### config.mk
export PLATFORM = sky130hd
export DESIGN_NAME = add_arbiter
export DESIGN_NICKNAME = d
export VERILOG_FILES = /design/src/rtl/add_arb_pkg.sv /design/src/rtl/add_core.sv /design/src/rtl/add_arbiter.sv
export SDC_FILE = /design/constraint.sdc
export NUM_CORES = 1
export LEC_CHECK = 0
export CAP_MARGIN = 15
export CELL_PAD_IN_SITES_DETAIL_PLACEMENT = 1
export CELL_PAD_IN_SITES_GLOBAL_PLACEMENT = 2
export CORE_AREA = 2 2 230 232
export DETAILED_ROUTE_END_ITERATION = 7
export DIE_AREA = 0 0 232 234
export PLACE_DENSITY_LB_ADDON = 0.08
export SLEW_MARGIN = 30
export SYNTH_ARGS = -nofsm -noshare
export SYNTH_HDL_FRONTEND = slang
export SYNTH_SLANG_ARGS = --single-unit
### constraint.sdc
create_clock -name clk -period 6.8 [get_ports clk]
set_clock_uncertainty 0.2 [all_clocks]
set_input_delay 0.68 -clock clk [delete_from_list [all_inputs] [get_ports clk]]
set_output_delay 0.68 -clock clk [all_outputs]
set_load 0.005 [all_outputs]
### src/rtl/add_arb_pkg.sv
// rtl/add_arb_pkg.sv - shared types and constants for the add_arbiter block
// Purpose: FSM state encoding, default geometry and the requester-id width helper.
// Ports: none (package).
package add_arb_pkg;

   typedef enum logic {
      IDLE  = 1'b0,
      BURST = 1'b1
   } arb_state_t;

   localparam int ADD_ARB_N_REQ = 4;
   localparam int ADD_ARB_WIDTH = 64;

   // Width of a requester index; never narrower than one bit.
   function automatic int id_width(input int n);
      return (n <= 2) ? 1 : $clog2(n);
   endfunction

endpackage

### src/rtl/add_core.sv
// rtl/add_core.sv - combinational WIDTH-bit adder with carry in and carry out
// Purpose: {cout, sum} = a + b + cin, sum modulo 2^WIDTH.
// Ports: a, b   operand words
//        cin    carry in
//        sum    sum word
//        cout   carry out
module add_core #(
   parameter int WIDTH = 64
) (
   input  logic [WIDTH-1:0] a,
   input  logic [WIDTH-1:0] b,
   input  logic             cin,
   output logic [WIDTH-1:0] sum,
   output logic             cout
);

   assign {cout, sum} = {1'b0, a} + {1'b0, b} + {{WIDTH{1'b0}}, cin};

endmodule

### src/rtl/add_arbiter.sv
// rtl/add_arbiter.sv - round-robin burst arbiter sharing one adder among N_REQ requesters
// Purpose: grants one requester at a time for a whole burst, adds a + b + carry per beat,
//          chains the carry across beats and registers the result with one cycle of latency.
// Ports: clk, rst                 clock, asynchronous active-high reset
//        req_valid/req_ready      per-requester beat handshake
//        req_a, req_b             packed operand words, requester i at [i*WIDTH +: WIDTH]
//        req_cin, req_last        carry in (first beat only), end of burst
//        rsp_valid/rsp_ready      result handshake
//        rsp_sum, rsp_cout        result word and carry out
//        rsp_id, rsp_last         owning requester, end of burst
module add_arbiter
   import add_arb_pkg::*;
#(
   parameter int N_REQ = ADD_ARB_N_REQ,
   parameter int WIDTH = ADD_ARB_WIDTH,
   localparam int IDW  = id_width(N_REQ)
) (
   input  logic               clk,
   input  logic               rst,
   input  logic [N_REQ-1:0]       req_valid,
   output logic [N_REQ-1:0]       req_ready,
   input  logic [N_REQ*WIDTH-1:0] req_a,
   input  logic [N_REQ*WIDTH-1:0] req_b,
   input  logic [N_REQ-1:0]       req_cin,
   input  logic [N_REQ-1:0]       req_last,
   output logic               rsp_valid,
   input  logic               rsp_ready,
   output logic [WIDTH-1:0]   rsp_sum,
   output logic               rsp_cout,
   output logic [IDW-1:0]     rsp_id,
   output logic               rsp_last
);

   arb_state_t       state, state_nxt;
   logic [IDW-1:0]   rr_ptr;
   logic [IDW-1:0]   grant;
   logic [IDW-1:0]   pick;
   logic             pick_ok;
   logic             first_beat;
   logic             carry;
   logic             out_free;
   logic             accept;
   logic [WIDTH-1:0] op_a, op_b, sum;
   logic             cin_sel, cout;

   // Round-robin pick: scanning offsets from high to low lets the lowest
   // offset from rr_ptr overwrite the others, so it wins.
   always_comb begin
      pick    = '0;
      pick_ok = 1'b0;
      for (int k = N_REQ - 1; k >= 0; k--) begin
         if (req_valid[(int'(rr_ptr) + k) % N_REQ]) begin
            pick    = IDW'((int'(rr_ptr) + k) % N_REQ);
            pick_ok = 1'b1;
         end
      end
   end

   // Operands of the granted requester; carry chains from the previous beat
   // except on the first beat of a burst.
   always_comb begin
      op_a    = req_a[int'(grant)*WIDTH +: WIDTH];
      op_b    = req_b[int'(grant)*WIDTH +: WIDTH];
      cin_sel = first_beat ? req_cin[grant] : carry;
   end

   add_core #(
      .WIDTH (WIDTH)
   ) u_add_core (
      .a    (op_a),
      .b    (op_b),
      .cin  (cin_sel),
      .sum  (sum),
      .cout (cout)
   );

   // Output register can take a new beat when empty or being drained now.
   assign out_free = !rsp_valid || rsp_ready;

   always_comb begin
      state_nxt = state;
      req_ready = '0;
      accept    = 1'b0;
      case (state)
         IDLE: begin
            if (pick_ok) state_nxt = BURST;
         end
         BURST: begin
            req_ready[grant] = out_free;
            accept           = req_valid[grant] && out_free;
            if (accept && req_last[grant]) state_nxt = IDLE;
         end
         default: state_nxt = IDLE;
      endcase
   end

   always_ff @(posedge clk or posedge rst) begin
      if (rst) begin
         state      <= IDLE;
         rr_ptr     <= '0;
         grant      <= '0;
         first_beat <= 1'b0;
         carry      <= 1'b0;
         rsp_valid  <= 1'b0;
         rsp_sum    <= '0;
         rsp_cout   <= 1'b0;
         rsp_id     <= '0;
         rsp_last   <= 1'b0;
      end else begin
         state <= state_nxt;
         if (state == IDLE && pick_ok) begin
            grant      <= pick;
            first_beat <= 1'b1;
         end
         if (accept) begin
            carry      <= cout;
            first_beat <= 1'b0;
            rsp_valid  <= 1'b1;
            rsp_sum    <= sum;
            rsp_cout   <= cout;
            rsp_id     <= grant;
            rsp_last   <= req_last[grant];
            if (req_last[grant]) begin
               rr_ptr <= (grant == IDW'(N_REQ - 1)) ? '0 : grant + 1'b1;
            end
         end else if (rsp_ready) begin
            rsp_valid <= 1'b0;
         end
      end
   end

endmodule

-- Word-level counts from Yosys, hierarchy flattened
Index checks and enable logic that the tools add are counted.
- $add $sub $neg: 6
- order comparisons: 6
- equality and inequality tests: 1
- shift-type cells: 2
- multiplexer cells: 38
- bitwise logic cells: 5
- reductions and logical operators: 12
- operator list (cell ; number):
    indexed part select 256 x 9 -> 64 bit ; 2
    adder 64 x 64 -> 65 bit ; 1
    adder 65 x 1 -> 65 bit ; 1
    two-way mux 1 bit ; 23
    binary-select mux 1 bit (select 2 bit) ; 7
    less-than comparator 3 x 4 -> 1 bit (second input constant) ; 3
    two-way mux 2 bit ; 5
    less-than comparator 2 x 3 -> 1 bit (second input constant) ; 2
    OR reduction 2 bit ; 3
    adder 2 x 1 -> 2 bit (second input constant) ; 2
    adder 2 bit (second input constant) ; 2
    AND 4 bit ; 1
    logical AND 1 bit ; 4
    two-way mux 4 bit ; 1
    nonzero test 2 bit ; 2
    AND 1 bit (first input constant) ; 3
    demux 1 bit (select 2 bit) ; 1
    == test 2 bit (second input constant) ; 1
    >= comparator 2 x 1 -> 1 bit (second input constant) ; 1
    case mux 1 bit (2 select lines) ; 1
    AND reduction 2 bit ; 1
    logical NOT 1 bit ; 1
    logical OR 1 bit ; 1
    NOT 1 bit ; 1
- bits in registers: 75
- input bits: 527
- word-level logic and storage cells: 79

-- Depth between registers and ports, before layout
- word-level depth: 13
- mapped depth: 15
- depth with buffers taken out: 13

-- Modules after synthesis
Synthesis repeated with hierarchy kept, for this count alone.
- cell total of the unflattened synthesis: 924
- area, all modules: 9932.0 um^2
- modules (own cells, without submodules) (module ; times used ; cells an instance ; area an instance (um^2) ; sequential area each (um^2)):
    add_arbiter ; 1 ; 357 ; 6107.1 ; 1876.8
    add_core ; 1 ; 567 ; 3824.9 ; 0.0

-- Least setup slack after synthesis
No wires, ideal clock.
- path kind: reg2reg
- start point: register grant[0]
- end point: register rsp_sum[34]
- library setup time: 0.069 ns
- data arrival time: 4.242 ns
- data required time: 6.531 ns
- setup slack: 2.290 ns
- stages on the path, launching flop included: 16
- clock period less this slack: 4.510 ns
- path through: dfrtp_1 clkbuf_1 buf_1 mux4_2 inv_1 fa_1 fa_1 nand2b_1 a21oi_2 nor2b_1 o41ai_2 a21bo_2 a21boi_2 o31a_1 or4_1 nand3_1
- longest elaborated chain between the ends: 4
- elaborated cells on any way between the ends: 11
- classes of those cells: 2 x add/sub; 2 x shift; 6 x mux; 1 x reduce/logical
- RTL lines (what ; line ; source):
    start, declared ; add_arbiter.sv:36 ; logic [IDW-1:0] grant;
    start signal, assigned ; add_arbiter.sv:112 ; grant <= pick;
    parallel branches: the longest is 4 deep, another holds adder 64 x 64 -> 65 bit ; n/a ;
    end signal, assigned ; add_arbiter.sv:119 ; rsp_sum <= sum;
    end, declared ; add_arbiter.sv:28 ; output logic [WIDTH-1:0] rsp_sum,
Parallel ways; which one is timed is not known. The select of a mux whose other input is x is not followed.
A chain may end at the register's enable or synchronous reset.

-- Final worst setup path
- start point: register grant[0]
- end point: register rsp_sum[48]
The elaborated chain is that of the path after synthesis.

==> reports/qor.txt <==
commonest non-fill, non-tap cell in the layout -> clkdlybuf4s50_1
final core utilization -> 0.326
Die Wd -> 232 um
sequential area share after synthesis -> 0.190
initial antenna violation count -> 0
Final Cell Area -> 16900 um^2
Initial DRC Count -> 393
GRT Util Overall -> 0.180
syn_nets -> 1622
cell mode on critical path -> nand3_1
clock slew at reported path FFs -> 0.07 ns
pwr dens -> 476 nW/um^2
highest-count cells in the layout ignoring fill and taps -> 599 x clkdlybuf4s50_1, 131 x mux4_2, 122 x nand2_1, 99 x a21oi_1, 96 x o21ai_0
Core ar. -> 52000 um^2
Synth cell types -> 69
Clock Sinks -> 75
syn avg cell area -> 9.63 um^2
Placed Area -> 16700 um^2
Critical Path End -> rsp_sum[48]
Post-Syn Area -> 9880 um^2
Slew Limit Fails -> 0
routed len/inst -> 21.9 um
share of cells above drive strength 1 -> 0.117
Clock Latency Late Sink -> 0.37 ns
postcts setup bufs -> 0
final setup margin -> 1.68 ns
CTS Buf Count -> 9
Max IR drop VDD -> 0.000173 V
worst slack at placement -> 1.51 ns
via count -> 10800
antenna cell count -> 0
Tot Pwr -> 8070 uW
status -> complete, no violations
endpoint type of the worst setup path -> flop
port bufs -> 599
worst flop-to-flop path endpoint -> rsp_sum[48]
CTS tree -> built
fin crit share -> 0.752
DR vias/cell -> 4.74
Die ar. -> 54300 um^2
reg2reg path depth -> 12
synthesized flop and latch total -> 75
YS warnings -> 0
hold path start -> rsp_sum[41]
fraction of registers with async set/reset -> 1.00
critical path arrival -> 5.23 ns
global placer's final weighted congestion -> 0.806
Reg2Reg Setup Slack -> 1.68 ns
largest net degree at the start of global routing -> 76
Routed WL -> 49900 um
worst-margin pin slew -> 0.932 ns
drt first pass iters -> 4
worst endpoint required time -> 6.91 ns
CTS Hold Buffers Added -> 0
area delta synth->final -> 71.5%
final setup violation count -> 0
Rel. slew slack -> 0.379
maxcap violations -> 0
clk buf depth -> 2
RSZ-0062 raised after global routing -> false
Routed Antenna Nets -> 0
setup TNS -> 0 ns
GR Overflow Total -> 0
worst r2r src -> grant[0]
DRC viols -> 0
Die Height -> 234 um
WS Path Type -> reg2reg
global-route wire length before repair -> 74000 um
Syn Inst Count -> 1026
CP max stage delay -> 0.94 ns
critical path fanouts, max -> 40
f_max -> 195 MHz
prevailing post-synth register cell -> dfrtp_1
# rows -> 84
slowest CP cell -> dfrtp_4
# nets final -> 2186
vias in the first global route -> 12000
H-tree Lvls -> 3
Final Hold Vio Count -> 0
P_leak -> 0.00636 uW
Tmin final -> 5.12 ns
dpl hpwl -> 42700 um
Initial Util -> 0.190
root buf cell -> clkbuf_16
CP Launch Point -> grant[0]
post-cts sizing count -> 0
Worst setup SP type -> flop
CP Cell Sequence -> buf_4 -> mux4_2 -> ha_1 -> nand4_1 -> nor4_1 -> nand3_1 -> o41ai_1 -> nor2_1 -> nand2b_1 -> a21boi_1 -> or4_1 -> nand3_1
I/O Pins -> 600
number of synthesized flops with an enable pin -> 0
Hold Crit Class -> reg2reg
[sequential cells by signal (all words and copies together) (netlist names)]
signal      count
rsp_sum        64
grant           2
rr_ptr          2
rsp_id          2
first_beat      1
rsp_cout        1
rsp_last        1
rsp_valid       1
state           1
[power breakdown]
| group | total [uW] | leakage, uW | internal (uW) | switching [uW] |
|---|---|---|---|---|
| clock network | 521 | 0.000152 | 292 | 229 |
| registers | 931 | 0.000917 | 692 | 238 |
| logic | 6620 | 0.00529 | 2960 | 3660 |
[worst min path at each step]
stage                     slack [ns]  depth (start not counted)          end
after CTS                       0.28                          2  rsp_sum[41]
final                           0.28                          2  rsp_sum[41]
after detailed placement        0.27                          2  rsp_sum[17]
after floorplan                 0.26                          2  rsp_sum[17]
after global routing            0.31                          2  rsp_sum[11]
after global placement          0.26                          2   rsp_sum[5]
[Yosys cell counts (3+ instances only)]
cell	instances	area [um^2]
a211o_1	5	43.8
a21o_1	22	165
a21oi_1	99	495
a31o_2	3	26.3
a31oi_1	5	31.3
and2_1	8	50.1
and3_1	10	62.6
and4_1	6	52.6
buf_1	19	71.3
buf_2	10	50.1
clkbuf_1	34	128
dfrtp_1	75	1880
ha_1	67	838
inv_1	25	93.8
mux2i_1	5	50.1
mux4_2	131	2950
nand2_1	122	458
nand2b_1	13	81.3
nand3_1	21	105
nand4_1	25	156
nor2_1	46	173
nor2b_1	10	62.6
nor3_1	17	85.1
nor4_1	4	25.0
o2111ai_1	3	26.3
o211ai_1	8	60.1
o21a_1	12	90.1
o21ai_0	96	480
o21ai_1	4	20.0
o21bai_1	11	82.6
o22ai_1	3	18.8
o31ai_1	5	37.5
or2_2	3	18.8
or3_1	6	37.5
or4_1	6	45.0
xnor2_1	28	245
xor2_1	17	149
[final cells by class]
class | instances | area, um^2
fillers | 5918 | 35100
well taps | 688 | 861
clock buffers | 10 | 239
multi-input cells | 862 | 7670
flip-flops and latches | 75 | 1880
inverters | 25 | 96.3
clock inverters | 6 | 55.1
repair buffers | 617 | 6140
[routing by layer]
metal | vias up | track usage | wire length [um]
met3 | 25 | 0.0366 | 2620
met2 | 286 | 0.337 | 26400
li1 | 5151 | - | -
met1 | 5362 | 0.212 | 20400
met5 | - | 0 | 0
met4 | 0 | 0.0327 | 484
[per-stage QoR]
step                hold slack (ns)  std cells
floorplan                     0.263       1026
global placement              0.255       2267
detailed placement            0.267       2267
CTS                           0.283       2283
global route                  0.308       2283
finish                        0.276       2283
[critical path, delay by kind of cell, from the launching register on]
family | cells | cell delay, ns
and+or+nand+nor | 7 | 1.70
DFF | 1 | 0.94
AOI/OAI and AO/OA | 2 | 0.77
muxes | 1 | 0.55
adders and majority gates | 1 | 0.43
buffers and inverters | 1 | 0.42
[kinds of logic after synthesis]
logic type / Yosys count / synth area share
compound gates: 308 / 0.191
simple gates: 303 / 0.150
mux: 137 / 0.305
buf+inv: 89 / 0.0355
flops: 75 / 0.190
fa+ha+maj: 69 / 0.0889
xor+xnor: 45 / 0.0399
Note: power is estimated with default switching activity, not from simulation.
